## src/rtl/instr_fetch_unit.sv

```systemverilog
// Instruction fetch unit: owns PC and IR, fetches over a valid/ready request + valid response handshake.
// Optional macro FETCH_TIMEOUT_EN adds a response watchdog that aborts to a NOP and sets fetchErr.
module instr_fetch_unit #(
  parameter int                    ADDR_WIDTH     = 32,
  parameter int                    INSTR_WIDTH    = 32,
  parameter logic [ADDR_WIDTH-1:0] RESET_PC       = '0,
  parameter int                    TIMEOUT_CYCLES = 16
) (
  input  logic                   clk,
  input  logic                   rst_n,
  input  logic                   IRWrite,
  input  logic                   PCWrite,
  input  logic [ADDR_WIDTH-1:0]  nextPC,
  output logic                   imemReqValid,
  input  logic                   imemReqReady,
  output logic [ADDR_WIDTH-1:0]  imemAddr,
  input  logic                   imemRespValid,
  input  logic [INSTR_WIDTH-1:0] imemRespData,
  output logic [ADDR_WIDTH-1:0]  pc,
  output logic [INSTR_WIDTH-1:0] instr,
  output logic [6:0]             opCode,
  output logic [2:0]             funct3,
  output logic [4:0]             rd,
  output logic [4:0]             rs1,
  output logic [4:0]             rs2,
  output logic                   fetchBusy,
  output logic                   fetchDone,
  output logic                   fetchErr
);

  localparam logic [INSTR_WIDTH-1:0] NOP         = INSTR_WIDTH'(32'h0000_0013);
  localparam logic [31:0]            TIMEOUT_VEC = 32'(TIMEOUT_CYCLES);

  typedef enum logic [1:0] {IDLE, REQ, WAIT} state_t;

  state_t                 r_state, w_stateNext;
  logic [ADDR_WIDTH-1:0]  r_pc, w_pcNext;
  logic [ADDR_WIDTH-1:0]  r_addr, w_addrNext;
  logic [INSTR_WIDTH-1:0] r_instr, w_instrNext;
  logic                   r_reqValid, w_reqValidNext;
  logic                   r_busy, w_busyNext;
  logic                   r_done, w_doneNext;
  logic                   r_err, w_errNext;
  logic                   w_capture;
  logic                   w_unused;

`ifdef FETCH_TIMEOUT_EN
  localparam int            CW          = $clog2(TIMEOUT_CYCLES) + 1;
  localparam logic [CW-1:0] TIMEOUT_VAL = CW'(TIMEOUT_CYCLES);
  logic [CW-1:0]            r_cnt, w_cntNext;
`endif

  // PC is word aligned, so the low bits of nextPC are intentionally dropped.
  assign w_unused = &{1'b0, nextPC[1:0], TIMEOUT_VEC[0]};

  always_comb begin
    w_stateNext    = r_state;
    w_pcNext       = PCWrite ? {nextPC[ADDR_WIDTH-1:2], 2'b00} : r_pc;
    w_addrNext     = r_addr;
    w_instrNext    = r_instr;
    w_reqValidNext = r_reqValid;
    w_busyNext     = r_busy;
    w_doneNext     = 1'b0;
    w_errNext      = r_err;
    w_capture      = 1'b0;
`ifdef FETCH_TIMEOUT_EN
    w_cntNext      = r_cnt;
`endif
    case (r_state)
      IDLE: begin
        if (IRWrite) begin
          w_addrNext     = r_pc;
          w_reqValidNext = 1'b1;
          w_busyNext     = 1'b1;
          w_stateNext    = REQ;
`ifdef FETCH_TIMEOUT_EN
          w_cntNext      = '0;
`endif
        end
      end
      REQ: begin
        if (imemReqReady) begin
          w_reqValidNext = 1'b0;
          if (imemRespValid) w_capture = 1'b1;
          else               w_stateNext = WAIT;
        end
      end
      WAIT: begin
        if (imemRespValid) w_capture = 1'b1;
      end
      default: w_stateNext = IDLE;
    endcase

    if (w_capture) begin
      w_instrNext = imemRespData;
      w_doneNext  = 1'b1;
      w_busyNext  = 1'b0;
      w_stateNext = IDLE;
    end
`ifdef FETCH_TIMEOUT_EN
    // A response that arrives on the timeout cycle takes priority over the abort.
    else if (r_state != IDLE) begin
      w_cntNext = r_cnt + 1'b1;
      if (w_cntNext == TIMEOUT_VAL) begin
        w_instrNext    = NOP;
        w_errNext      = 1'b1;
        w_doneNext     = 1'b1;
        w_reqValidNext = 1'b0;
        w_busyNext     = 1'b0;
        w_stateNext    = IDLE;
      end
    end
`endif
  end

  always_ff @(posedge clk or negedge rst_n) begin
    if (!rst_n) begin
      r_state    <= IDLE;
      r_pc       <= RESET_PC;
      r_addr     <= RESET_PC;
      r_instr    <= NOP;
      r_reqValid <= 1'b0;
      r_busy     <= 1'b0;
      r_done     <= 1'b0;
      r_err      <= 1'b0;
`ifdef FETCH_TIMEOUT_EN
      r_cnt      <= '0;
`endif
    end else begin
      r_state    <= w_stateNext;
      r_pc       <= w_pcNext;
      r_addr     <= w_addrNext;
      r_instr    <= w_instrNext;
      r_reqValid <= w_reqValidNext;
      r_busy     <= w_busyNext;
      r_done     <= w_doneNext;
      r_err      <= w_errNext;
`ifdef FETCH_TIMEOUT_EN
      r_cnt      <= w_cntNext;
`endif
    end
  end

  assign imemReqValid = r_reqValid;
  assign imemAddr     = r_addr;
  assign pc           = r_pc;
  assign instr        = r_instr;
  assign opCode       = r_instr[6:0];
  assign rd           = r_instr[11:7];
  assign funct3       = r_instr[14:12];
  assign rs1          = r_instr[19:15];
  assign rs2          = r_instr[24:20];
  assign fetchBusy    = r_busy;
  assign fetchDone    = r_done;
  assign fetchErr     = r_err;

endmodule

```

## config.mk

```make
export PLATFORM = sky130hd
export DESIGN_NAME = instr_fetch_unit
export DESIGN_NICKNAME = d
export VERILOG_FILES = /design/src/rtl/instr_fetch_unit.sv
export SDC_FILE = /design/constraint.sdc
export NUM_CORES = 1
export LEC_CHECK = 0
export BUFFER_PORTS_ARGS = -buffer_cell sky130_fd_sc_hd__buf_4
export CAP_MARGIN = 20
export CORE_MARGIN = 2
export CORE_UTILIZATION = 40
export DETAILED_ROUTE_END_ITERATION = 16
export PLACE_DENSITY = 0.8
export SETUP_SLACK_MARGIN = 0.05
export SLEW_MARGIN = 40
export SYNTH_ARGS = -nofsm -noshare
export SYNTH_HDL_FRONTEND = slang
export SYNTH_SLANG_ARGS = --single-unit
```

## constraint.sdc

```tcl
create_clock -name clk -period 2.1 [get_ports clk]
set_input_delay 0.42 -clock clk [delete_from_list [all_inputs] [get_ports clk]]
set_output_delay 0.42 -clock clk [all_outputs]
set_load 0.03 [all_outputs]
```

======== Yosys cells after proc, flatten, opt, wreduce, memory -nomap -nowiden ========
Index checks and enable logic that the tools add are counted.
word-level totals
  bits in registers ....................... 97
  input port bits ......................... 70
cells by class
  equality and inequality tests ........... 8
  reductions and logical operators ........ 8
  multiplexer cells ....................... 14
operators with widths
  cell                                                  count
  != test 3 bit (second input constant)                 3
  2-to-1 mux 2 bit                                      4
  2-to-1 mux 1 bit                                      7
  != test 2 bit (second input constant)                 3
  case mux 2 bit (3 select lines)                       1
  nonzero test 2 bit                                    3
  case mux 1 bit (2 select lines)                       2
  AND reduction 2 bit                                   2
  AND reduction 4 bit                                   1
  AND reduction 3 bit                                   1
  equality test 2 x 1 -> 1 bit (second input constant)  1
  equality test 2 bit (second input constant)           1
  zero test 2 bit                                       1

======== Longest topological paths before layout ========
Gate-level depths: netlist of the first run.
  depth in word-level cells ............... 5
  depth in mapped cells ................... 7

======== Worst setup path before layout of the first run ========
OpenSTA, ideal clock, no wires.
  path type ............................... reg2reg
  start point ............................. register r_state[1]
  end point ............................... register r_instr[12], in the netlist instr[12]
  arrival ................................. 1470 ps
  cell stages (with the launch flop) ...... 7
  period minus slack after synthesis ...... 1595 ps
  setup slack ............................. 505 ps
  buffers on the path ..................... 1
  required time ........................... 1975 ps
  cells stage by stage .................... dfrtp_1 > inv_1 > ha_1 > nand2_1 > nor2_8 > buf_12 > mux2_4
between the ends
  cells in the longest elaborated chain, start to end .. 2
  elaborated cells between the ends (all ways) .. 3
  those cells by class .................... eq/ne (2); mux (1)
ends and longest elaborated chain
  item                                                                 RTL line  RTL
  start: declaration                                                   36        state_t r_state, w_stateNext;
  start signal: assignment                                             130       r_state <= w_stateNext;
  equality test 2 bit or equality test 2 x 1 -> 1 bit (tied branches)  69        case (r_state)
  case mux 1 bit (2 select lines) (*)                                  69
  end signal: assignment                                               133       r_instr <= w_instrNext;
  end: declaration                                                     39        logic [INSTR_WIDTH-1:0] r_instr, w_instrNext;
Every way passes the cells marked *; elsewhere a longest branch is shown, timed or not.
A chain may end at the register's enable or synchronous reset.

======== Final worst setup path of the first run ========
  start point ............................. register r_state[1]
  end point ............................... register r_instr[25], in the netlist instr[25]
Same word-level chain as after synthesis.

==> run_summary.xml, run 1 <==
<?xml version="1.0" encoding="UTF-8"?>
<metrics>
  <group name="critical_path">
    <metric name="end_kind" unit="">flip-flop</metric>
    <metric name="cp-start-kind" unit="">flip-flop</metric>
    <metric name="timing.critical_path.buf_inv" unit="">2</metric>
    <metric name="timing.critical_path.slowest_cell_delay" unit="ns">0.38</metric>
    <metric name="worst-setup-path-type" unit="">flip-flop to flip-flop</metric>
    <metric name="worst_ep_required_time" unit="ns">2.32</metric>
    <metric name="worst-r2r-cell-count" unit="">6</metric>
    <metric name="worst_path_maximum_fanout" unit="">20</metric>
    <metric name="cp_data_arrival_time" unit="ns">1.99</metric>
    <metric name="critical-path-top-delay-family" unit="">flip-flops</metric>
    <metric name="worstPathCellList" unit="">inv_1 &gt; ha_1 &gt; nand2_1 &gt; nor2_8 &gt; buf_12 &gt; mux2_4</metric>
    <metric name="regToRegStartpoint" unit="">r_state[1]</metric>
    <metric name="worst_path_max_delay_cell" unit="">sky130_fd_sc_hd__dfrtp_1</metric>
    <metric name="crit-reg2reg-capture" unit="">instr[25]</metric>
    <metric name="reg2reg_setup_slack" unit="ns">0.33</metric>
    <metric name="worstSetupPathDepth" unit="">6</metric>
  </group>
  <group name="yosys">
    <metric name="yosysSeqAreaShare" unit="">0.6004</metric>
    <metric name="synth_xor_xnor_area_share" unit="">0</metric>
    <metric name="area_fraction_in_compound_gates_after_synthesis" unit="">0.01298</metric>
    <metric name="syn_avg_cell_area" unit="um2">16.00</metric>
    <metric name="netlist_area" unit="um2">4049</metric>
    <metric name="synth_top_family_by_area" unit="">multiplexers</metric>
    <metric name="post_synth_adder_cell_area" unit="">0.009271</metric>
    <metric name="post_synth_mux_area_share" unit="">0.2790</metric>
    <metric name="synth_seq_cells" unit="">97</metric>
    <metric name="synth_warnings" unit="">0</metric>
    <metric name="syn-instance-count" unit="">253</metric>
    <metric name="netlist-cell-type-count" unit="">21</metric>
    <metric name="synthSimpleGateAreaFrac" unit="">0.01669</metric>
  </group>
  <group name="hold_path">
    <metric name="min_delay_path_depth" unit="">2</metric>
    <metric name="holdCritPathClass" unit="">input pin to flip-flop</metric>
    <metric name="hold-path-endpoint" unit="">pc[12]</metric>
    <metric name="min_from" unit="">nextPC[12]</metric>
  </group>
  <group name="drt">
    <metric name="detailroute.via_count" unit="">2557</metric>
    <metric name="drt_pre_antenna_iters" unit="">6</metric>
    <metric name="drt_iter0_markers" unit="">103</metric>
    <metric name="routed_wire_length_per_instance" unit="um">15.52</metric>
    <metric name="route.detailed.drc" unit="">0</metric>
    <metric name="routed_wirelength" unit="um">8677</metric>
    <metric name="antenna_violating_nets_post_route" unit="">0</metric>
    <metric name="detail_route.vias_per_cell" unit="">4.574</metric>
  </group>
  <group name="clocking">
    <metric name="cts_post_setup_buffers_inserted" unit="">0</metric>
    <metric name="htree_num_levels" unit="">3</metric>
    <metric name="number_of_buffers_added_by_the_clock_tree_synthesis_step" unit="">9</metric>
    <metric name="ctsRootBufferMaster" unit="">sky130_fd_sc_hd__clkbuf_8</metric>
    <metric name="clk_pin_slew_worst_paths" unit="ns">0.11</metric>
    <metric name="clock-sinks" unit="">97</metric>
    <metric name="cts_resized" unit="">0</metric>
    <metric name="clock_latency" unit="ns">0.35</metric>
    <metric name="tritoncts" unit="">built</metric>
    <metric name="clock_tree.buffer_depth" unit="">2</metric>
  </group>
  <group name="sta">
    <metric name="timing_hold_violations_final" unit="">0</metric>
    <metric name="setup_tns" unit="ns">0</metric>
    <metric name="setup_repair_after_global_routing_missed_its_margin" unit="">false</metric>
    <metric name="setup_viol" unit="">0</metric>
    <metric name="timing.fmax" unit="GHz">0.5652</metric>
    <metric name="period_minus_slack" unit="ns">1.769</metric>
    <metric name="finalCritPeriodShare" unit="">0.8425</metric>
    <metric name="drv_slew" unit="">0</metric>
    <metric name="clock-skew-final" unit="ns">0.01694</metric>
  </group>
  <group name="power">
    <metric name="p_int" unit="W">0.005257</metric>
    <metric name="leakage" unit="nW">2.719</metric>
    <metric name="ir_drop" unit="uV">950.9</metric>
    <metric name="power_density" unit="nW/um2">1666</metric>
    <metric name="power.switching" unit="W">0.004043</metric>
    <metric name="share_clk_of_total_power" unit="">0.119</metric>
    <metric name="power.share.switching" unit="">0.4347</metric>
    <metric name="comb_power_share" unit="">0.550</metric>
    <metric name="power" unit="W">0.009299</metric>
    <metric name="p_seq_frac" unit="">0.331</metric>
  </group>
  <group name="place">
    <metric name="numPortBuffers" unit="">187</metric>
    <metric name="detailedPlacementHpwl" unit="um">6341</metric>
    <metric name="cell_area_after_placement" unit="um2">5394</metric>
    <metric name="globalplace.congestion" unit="">0.7644</metric>
  </group>
  <group name="cells_and_area">
    <metric name="layout.core_utilization" unit="">0.5684</metric>
    <metric name="areaGrowthSynthToFinish" unit="%">37.86</metric>
    <metric name="num-nets-final" unit="">495</metric>
    <metric name="antennaDiodeCount" unit="">0</metric>
    <metric name="drive_above_1_share" unit="">0.7136</metric>
    <metric name="layout.cell_area.non_filler" unit="um2">5582</metric>
  </group>
  <group name="global_routing">
    <metric name="wire_length_of_the_first_global_routing_pass" unit="um">13920</metric>
    <metric name="first_global_vias" unit="">2720</metric>
    <metric name="grt_start_max_net_pins" unit="">55</metric>
    <metric name="grt_antenna_before_repair" unit="">0</metric>
    <metric name="globalRouteOverflowTotal" unit="">0</metric>
    <metric name="globalRouteTotalUtil" unit="">0.1598</metric>
  </group>
  <group name="floorplan">
    <metric name="floorplan.core_area" unit="um2">9819</metric>
    <metric name="rows" unit="">36</metric>
    <metric name="floorplan.die_area" unit="um2">10940</metric>
    <metric name="chipWidth" unit="um">104.6</metric>
    <metric name="fp.dieH" unit="um">104.6</metric>
    <metric name="number_of_top_level_pins" unit="">195</metric>
    <metric name="initial_core_util" unit="">0.4123</metric>
  </group>
  <group name="job">
    <metric name="maxCapViolCount" unit="">0</metric>
  </group>
  <group name="outcome">
    <metric name="result_of_the_run" unit="">finished, final reports clean</metric>
  </group>
</metrics>
## power by group through the flow
stage	Combinational [W]	Sequential [W]	Clock, W
floorplan	0.00224	0.00443	0
global placement	0.00506	0.00306	0
detailed placement	0.00516	0.00311	0
CTS	0.00517	0.00308	0.00115
global route	0.00534	0.00317	0.00125
finish	0.00512	0.00308	0.00110
## registers in the layout, summed over array words and instances, names as in the netlist
signal	count
pc	30
fetchBusy	1
fetchDone	1
imemReqValid	1
r_state	2
imemAddr	30
instr	32
## kinds of logic after synthesis
kind of cell / count (synthesis)
flip-flops: 97
multiplexers: 92
buffers and inverters: 42
AND/OR/NAND/NOR: 11
AO/OA/AOI/OAI: 7
adder cells (fa/ha/maj): 3
other: 1
## cells in the mapped netlist
cell type / instances / share of area
sky130_fd_sc_hd__ha_1: 3 / 0.0093
sky130_fd_sc_hd__dfstp_2: 3 / 0.019
sky130_fd_sc_hd__conb_1: 1 / 0.00093
sky130_fd_sc_hd__nand2_1: 4 / 0.0037
sky130_fd_sc_hd__nor2_1: 2 / 0.0019
sky130_fd_sc_hd__nor3b_1: 1 / 0.0019
sky130_fd_sc_hd__a21oi_1: 2 / 0.0025
sky130_fd_sc_hd__buf_2: 6 / 0.0074
sky130_fd_sc_hd__nor3_1: 1 / 0.0012
sky130_fd_sc_hd__nor2_8: 1 / 0.0049
sky130_fd_sc_hd__dfrtp_1: 94 / 0.58
sky130_fd_sc_hd__o31ai_1: 1 / 0.0019
sky130_fd_sc_hd__mux2_2: 67 / 0.19
sky130_fd_sc_hd__nand2b_1: 2 / 0.0031
sky130_fd_sc_hd__a21oi_4: 1 / 0.0040
sky130_fd_sc_hd__o21ai_0: 2 / 0.0025
sky130_fd_sc_hd__inv_1: 3 / 0.0028
sky130_fd_sc_hd__buf_4: 30 / 0.056
sky130_fd_sc_hd__buf_12: 3 / 0.015
sky130_fd_sc_hd__mux2_4: 25 / 0.093
sky130_fd_sc_hd__a221oi_1: 1 / 0.0022
## worst reg2reg max path: stages (launching register included)
cell                      delay [ns]
sky130_fd_sc_hd__dfrtp_1        0.38
sky130_fd_sc_hd__inv_1          0.06
sky130_fd_sc_hd__ha_1           0.27
sky130_fd_sc_hd__nand2_1        0.12
sky130_fd_sc_hd__nor2_8         0.25
sky130_fd_sc_hd__buf_12         0.23
sky130_fd_sc_hd__mux2_4         0.33
## layer usage
metal	routed length, um	vias up	GRT usage
li1	-	1169	-
met1	3421	1284	0.1840
met2	4706	96	0.2918
met3	417	8	0.03681
met4	131	0	0.05333
met5	0	-	0
## stage by stage
step	std cells	setup slack, ns	hold slack [ns]
final	559	0.3307	0.2944
after detailed placement	543	0.3410	0.2690
after global placement	543	0.3868	0.2667
after CTS	559	0.3210	0.2735
after global routing	559	0.2413	0.2624
after floorplan	257	0.5049	0.1244
## timing repair
action                     CTS  global route
hold endpoints to repair    10             0
setup endpoints to repair    0             0
hold buffers                 1             0
## how the worst max path moves through the flow
stage / slack (ns) / endpoint / from
6_report: 0.33 / instr[25] / r_state[1]
5_1_grt: 0.24 / instr[24] / r_state[1]
4_1_cts: 0.32 / instr[24] / r_state[1]
3_5_place_dp: 0.34 / instr[17] / r_state[0]
3_3_place_gp: 0.39 / instr[19] / r_state[1]
2_1_floorplan: 0.50 / instr[12] / r_state[1]
## placed cells by master (no fill, tap or decap), types with 2 or more instances in the layout
master / Yosys / routed
sky130_fd_sc_hd__buf_4: 30 / 189
sky130_fd_sc_hd__dfrtp_1: 94 / 94
sky130_fd_sc_hd__mux2_2: 67 / 67
sky130_fd_sc_hd__mux2_4: 25 / 25
sky130_fd_sc_hd__clkbuf_8: 0 / 9
sky130_fd_sc_hd__conb_1: 1 / 5
sky130_fd_sc_hd__nand2_1: 4 / 4
sky130_fd_sc_hd__inv_1: 3 / 3
sky130_fd_sc_hd__ha_1: 3 / 3
sky130_fd_sc_hd__clkinvlp_4: 0 / 3
sky130_fd_sc_hd__dfstp_2: 3 / 3
sky130_fd_sc_hd__buf_12: 3 / 3
sky130_fd_sc_hd__nand2b_1: 2 / 2
sky130_fd_sc_hd__o21ai_0: 2 / 2
sky130_fd_sc_hd__nor2_1: 2 / 2
sky130_fd_sc_hd__a21oi_1: 2 / 2
sky130_fd_sc_hd__inv_8: 0 / 2
## area by class of cell
| cell class | count | area [um2] |
|---|---|---|
| Tap cell | 133 | 166.4 |
| Sequential cell | 97 | 2431 |
| Multi-Input combinational cell | 118 | 1306 |
| Inverter | 3 | 11.26 |
| Fill cell | 816 | 4238 |
| Timing Repair Buffer | 193 | 1489 |
| Clock inverter | 6 | 53.80 |
| Clock buffer | 9 | 123.9 |
No activity file was read; power rests on OpenSTA's default activity.
==> run 2, diff against run 1 <==
- ABC_AREA: unset -> 1
- clock period: 2.1 -> 1.8 ns (I/O delays scaled with it)
==> run_summary.xml, run 2 <==
<?xml version="1.0" encoding="UTF-8"?>
<metrics>
  <group name="outcome">
    <metric name="result_of_the_run" unit="">finished, final reports clean</metric>
  </group>
  <group name="cells_and_area">
    <metric name="antennaDiodeCount" unit="">0</metric>
    <metric name="layout_common_cells" unit="">189 x sky130_fd_sc_hd__buf_4, 165 x sky130_fd_sc_hd__nand2_1, 94 x sky130_fd_sc_hd__dfrtp_1, 59 x sky130_fd_sc_hd__o21ai_0, 40 x sky130_fd_sc_hd__inv_1</metric>
    <metric name="flip_flop_count_of_the_largest_register_after_layout" unit="">32</metric>
    <metric name="instances_no_fill" unit="">725</metric>
    <metric name="final_common_cell" unit="">sky130_fd_sc_hd__buf_4</metric>
    <metric name="areaGrowthSynthToFinish" unit="%">39.94</metric>
    <metric name="num-nets-final" unit="">660</metric>
    <metric name="drive_above_1_share" unit="">0.3632</metric>
    <metric name="layout.filler_cells" unit="">863</metric>
  </group>
  <group name="place">
    <metric name="numPortBuffers" unit="">187</metric>
    <metric name="dp.cells" unit="">708</metric>
    <metric name="placement.setup.worst_slack" unit="ns">0.1599</metric>
    <metric name="globalplace.congestion" unit="">0.7586</metric>
    <metric name="detailedPlacementHpwl" unit="um">6794</metric>
  </group>
  <group name="global_routing">
    <metric name="first_global_vias" unit="">2898</metric>
    <metric name="groute.layer.met1.usage" unit="">0.1944</metric>
    <metric name="grt_most_used_layer" unit="">met2</metric>
    <metric name="global_route.usage.met2" unit="">0.2837</metric>
    <metric name="wire_length_of_the_first_global_routing_pass" unit="um">13770</metric>
    <metric name="global_route.usage.met3" unit="">0.06048</metric>
    <metric name="globalRouteOverflowTotal" unit="">0</metric>
    <metric name="globalRouteTotalUtil" unit="">0.1669</metric>
    <metric name="grt_start_max_net_pins" unit="">61</metric>
    <metric name="grt_antenna_before_repair" unit="">0</metric>
  </group>
  <group name="yosys">
    <metric name="synth_async_sr_flop_share" unit="">1.000</metric>
    <metric name="syn-instance-count" unit="">427</metric>
    <metric name="syn_avg_cell_area" unit="um2">9.230</metric>
    <metric name="yosysSeqAreaShare" unit="">0.6168</metric>
    <metric name="synthMostInstantiatedCell" unit="">sky130_fd_sc_hd__nand2_1</metric>
    <metric name="synth_enable_flop_cells" unit="">0</metric>
    <metric name="post-synth-top-area-cell" unit="">sky130_fd_sc_hd__dfrtp_1</metric>
    <metric name="synth_top_area_share" unit="">0.5968</metric>
    <metric name="synth_seq_cells" unit="">97</metric>
    <metric name="synth_flop_cell" unit="">sky130_fd_sc_hd__dfrtp_1</metric>
    <metric name="synthTopCellsByCount" unit="">166 x sky130_fd_sc_hd__nand2_1, 94 x sky130_fd_sc_hd__dfrtp_1, 59 x sky130_fd_sc_hd__o21ai_0, 40 x sky130_fd_sc_hd__inv_1, 30 x sky130_fd_sc_hd__buf_4</metric>
    <metric name="netlist_area" unit="um2">3941</metric>
    <metric name="synth.area.top_cells" unit="">sky130_fd_sc_hd__dfrtp_1 60%, sky130_fd_sc_hd__nand2_1 16%, sky130_fd_sc_hd__o21ai_0 7.5%</metric>
    <metric name="synth_warnings" unit="">0</metric>
    <metric name="netlist-cell-type-count" unit="">19</metric>
  </group>
  <group name="sta">
    <metric name="timing.slew.headroom" unit="">0.6534</metric>
    <metric name="clock-skew-final" unit="ns">0.008064</metric>
    <metric name="timing.fmax" unit="GHz">0.6511</metric>
    <metric name="setup_viol" unit="">0</metric>
    <metric name="setup_tns" unit="ns">0</metric>
    <metric name="finalCritPeriodShare" unit="">0.8533</metric>
    <metric name="period_minus_slack" unit="ns">1.536</metric>
    <metric name="setup_repair_after_global_routing_missed_its_margin" unit="">false</metric>
    <metric name="worst_slew_pin_slew" unit="ns">0.5200</metric>
    <metric name="timing_hold_violations_final" unit="">0</metric>
    <metric name="postLayoutSetupSlackWorst" unit="ns">0.2641</metric>
    <metric name="drv_slew" unit="">0</metric>
  </group>
  <group name="critical_path">
    <metric name="crit-reg2reg-capture" unit="">imemAddr[3]</metric>
    <metric name="worst-r2r-cell-count" unit="">5</metric>
    <metric name="timing.critical_path.from" unit="">r_state[1]</metric>
    <metric name="worst_ep_required_time" unit="ns">2.06</metric>
    <metric name="worst-setup-path-type" unit="">flip-flop to flip-flop</metric>
    <metric name="end_kind" unit="">flip-flop</metric>
    <metric name="worst_path_maximum_fanout" unit="">28</metric>
    <metric name="reg2reg_setup_slack" unit="ns">0.26</metric>
    <metric name="cp_data_arrival_time" unit="ns">1.80</metric>
    <metric name="regToRegStartpoint" unit="">r_state[1]</metric>
    <metric name="cp-start-kind" unit="">flip-flop</metric>
  </group>
  <group name="clocking">
    <metric name="tritoncts" unit="">built</metric>
    <metric name="clk_pin_slew_worst_paths" unit="ns">0.09</metric>
    <metric name="ctsRootBufferMaster" unit="">sky130_fd_sc_hd__clkbuf_8</metric>
    <metric name="number_of_buffers_added_by_the_clock_tree_synthesis_step" unit="">9</metric>
    <metric name="clock_latency" unit="ns">0.35</metric>
    <metric name="clock_tree.buffer_depth" unit="">2</metric>
    <metric name="htree_num_levels" unit="">3</metric>
    <metric name="clock-sinks" unit="">97</metric>
  </group>
  <group name="hold_path">
    <metric name="holdCritPathClass" unit="">input pin to flip-flop</metric>
    <metric name="min_from" unit="">imemRespData[20]</metric>
    <metric name="min_delay_path_depth" unit="">3</metric>
    <metric name="hold-path-endpoint" unit="">instr[20]</metric>
  </group>
  <group name="drt">
    <metric name="drt_iter0_markers" unit="">108</metric>
    <metric name="routed_wirelength" unit="um">9112</metric>
    <metric name="route.detailed.drc" unit="">0</metric>
    <metric name="detailroute.via_count" unit="">3192</metric>
    <metric name="drt_pre_antenna_iters" unit="">4</metric>
    <metric name="antenna_violating_nets_post_route" unit="">0</metric>
    <metric name="routed_wire_length_per_instance" unit="um">12.57</metric>
    <metric name="detail_route.vias_per_cell" unit="">4.403</metric>
  </group>
  <group name="floorplan">
    <metric name="rows" unit="">36</metric>
    <metric name="fp.dieH" unit="um">103.3</metric>
    <metric name="floorplan.die_area" unit="um2">10660</metric>
    <metric name="chipWidth" unit="um">103.3</metric>
    <metric name="floorplan.core_area" unit="um2">9684</metric>
    <metric name="initial_core_util" unit="">0.4070</metric>
    <metric name="number_of_top_level_pins" unit="">195</metric>
  </group>
  <group name="power">
    <metric name="ir_drop" unit="uV">849.6</metric>
    <metric name="leakage" unit="nW">3.033</metric>
    <metric name="power_density" unit="nW/um2">1816</metric>
  </group>
  <group name="job">
    <metric name="maxCapViolCount" unit="">0</metric>
  </group>
</metrics>
run 2: cell types whose count changed after synthesis, sizes merged, moves of 4 or more:
cell,previous run,this run
clkbuf,0,10
inv,3,40
mux2,92,0
nand2,4,167
nand3,0,4
o21ai,2,61
run 2: layout make-up:
cell class	count	area (um2)	area share
sequential	97	2431	0.4408
timing repair buffer	194	1509	0.2736
multi-input combinational	244	1046	0.1897
tap	133	166.4	0.03017
inverter	41	156.4	0.02836
clock buffer	12	155.1	0.02813
clock inverter	4	51.30	0.009301
run 2: logic make-up (layout without fill, tap and decap cells):
group	Yosys count	count (layout)	share of synthesized area
AO/OA/AOI/OAI	64	64	0.08159
AND/OR/NAND/NOR	172	172	0.1689
buffers and inverters	90	251	0.1222
adder cells (fa/ha/maj)	3	3	0.009525
other	1	5	0.0009515
flip-flops	97	97	0.6168
run 2: worst max-delay path, cell delays in order (launching register included):
cell and delay (ns):
sky130_fd_sc_hd__dfrtp_1 0.41, sky130_fd_sc_hd__inv_1 0.09, sky130_fd_sc_hd__ha_1 0.26, sky130_fd_sc_hd__nand2_2 0.25, sky130_fd_sc_hd__buf_12 0.24, sky130_fd_sc_hd__o21ai_0 0.19
run 2: worst max path at each step:
stage	slack (ns)	to	depth (start not counted)
2_1_floorplan	0.50	instr[10]	9
3_3_place_gp	0.25	instr[29]	7
3_5_place_dp	0.16	instr[6]	8
4_1_cts	0.14	instr[6]	8
5_1_grt	0.15	imemAddr[31]	5
6_report	0.26	imemAddr[3]	5
run 2: routing by layer:
| layer | part of all wire | vias up |
|---|---|---|
| met3 | 0.095 | 7 |
| li1 | - | 1596 |
| met4 | 0.010 | 0 |
| met5 | 0 | - |
| met1 | 0.40 | 1463 |
| met2 | 0.49 | 126 |
run 2: power by group:
group / internal, W / switching (W)
clock network: 0.000720 / 0.000720
registers: 0.00297 / 0.000487
logic: 0.00182 / 0.00330
run 2: repair_timing:
| item | 4_1_cts | 5_1_grt |
|---|---|---|
| hold endpoints to repair | 27 | 0 |
| hold buffers | 1 | 0 |
| gates resized for setup | 0 | 1 |
| setup endpoints to repair | 0 | 27 |
| buffers inserted | 0 | 0 |
run 2: stage by stage:
step,utilization,area [um2],total power (W),hold slack (ns)
floorplan,-,3956,0.006871,0.06441
detailed placement,0.5470,5298,0.008665,0.3307
CTS,0.5694,5514,0.01015,0.1692
finish,0.5695,5515,0.01002,0.1994
global route,0.5695,5515,0.01067,0.1779
global placement,0.5470,5298,0.008536,0.3209
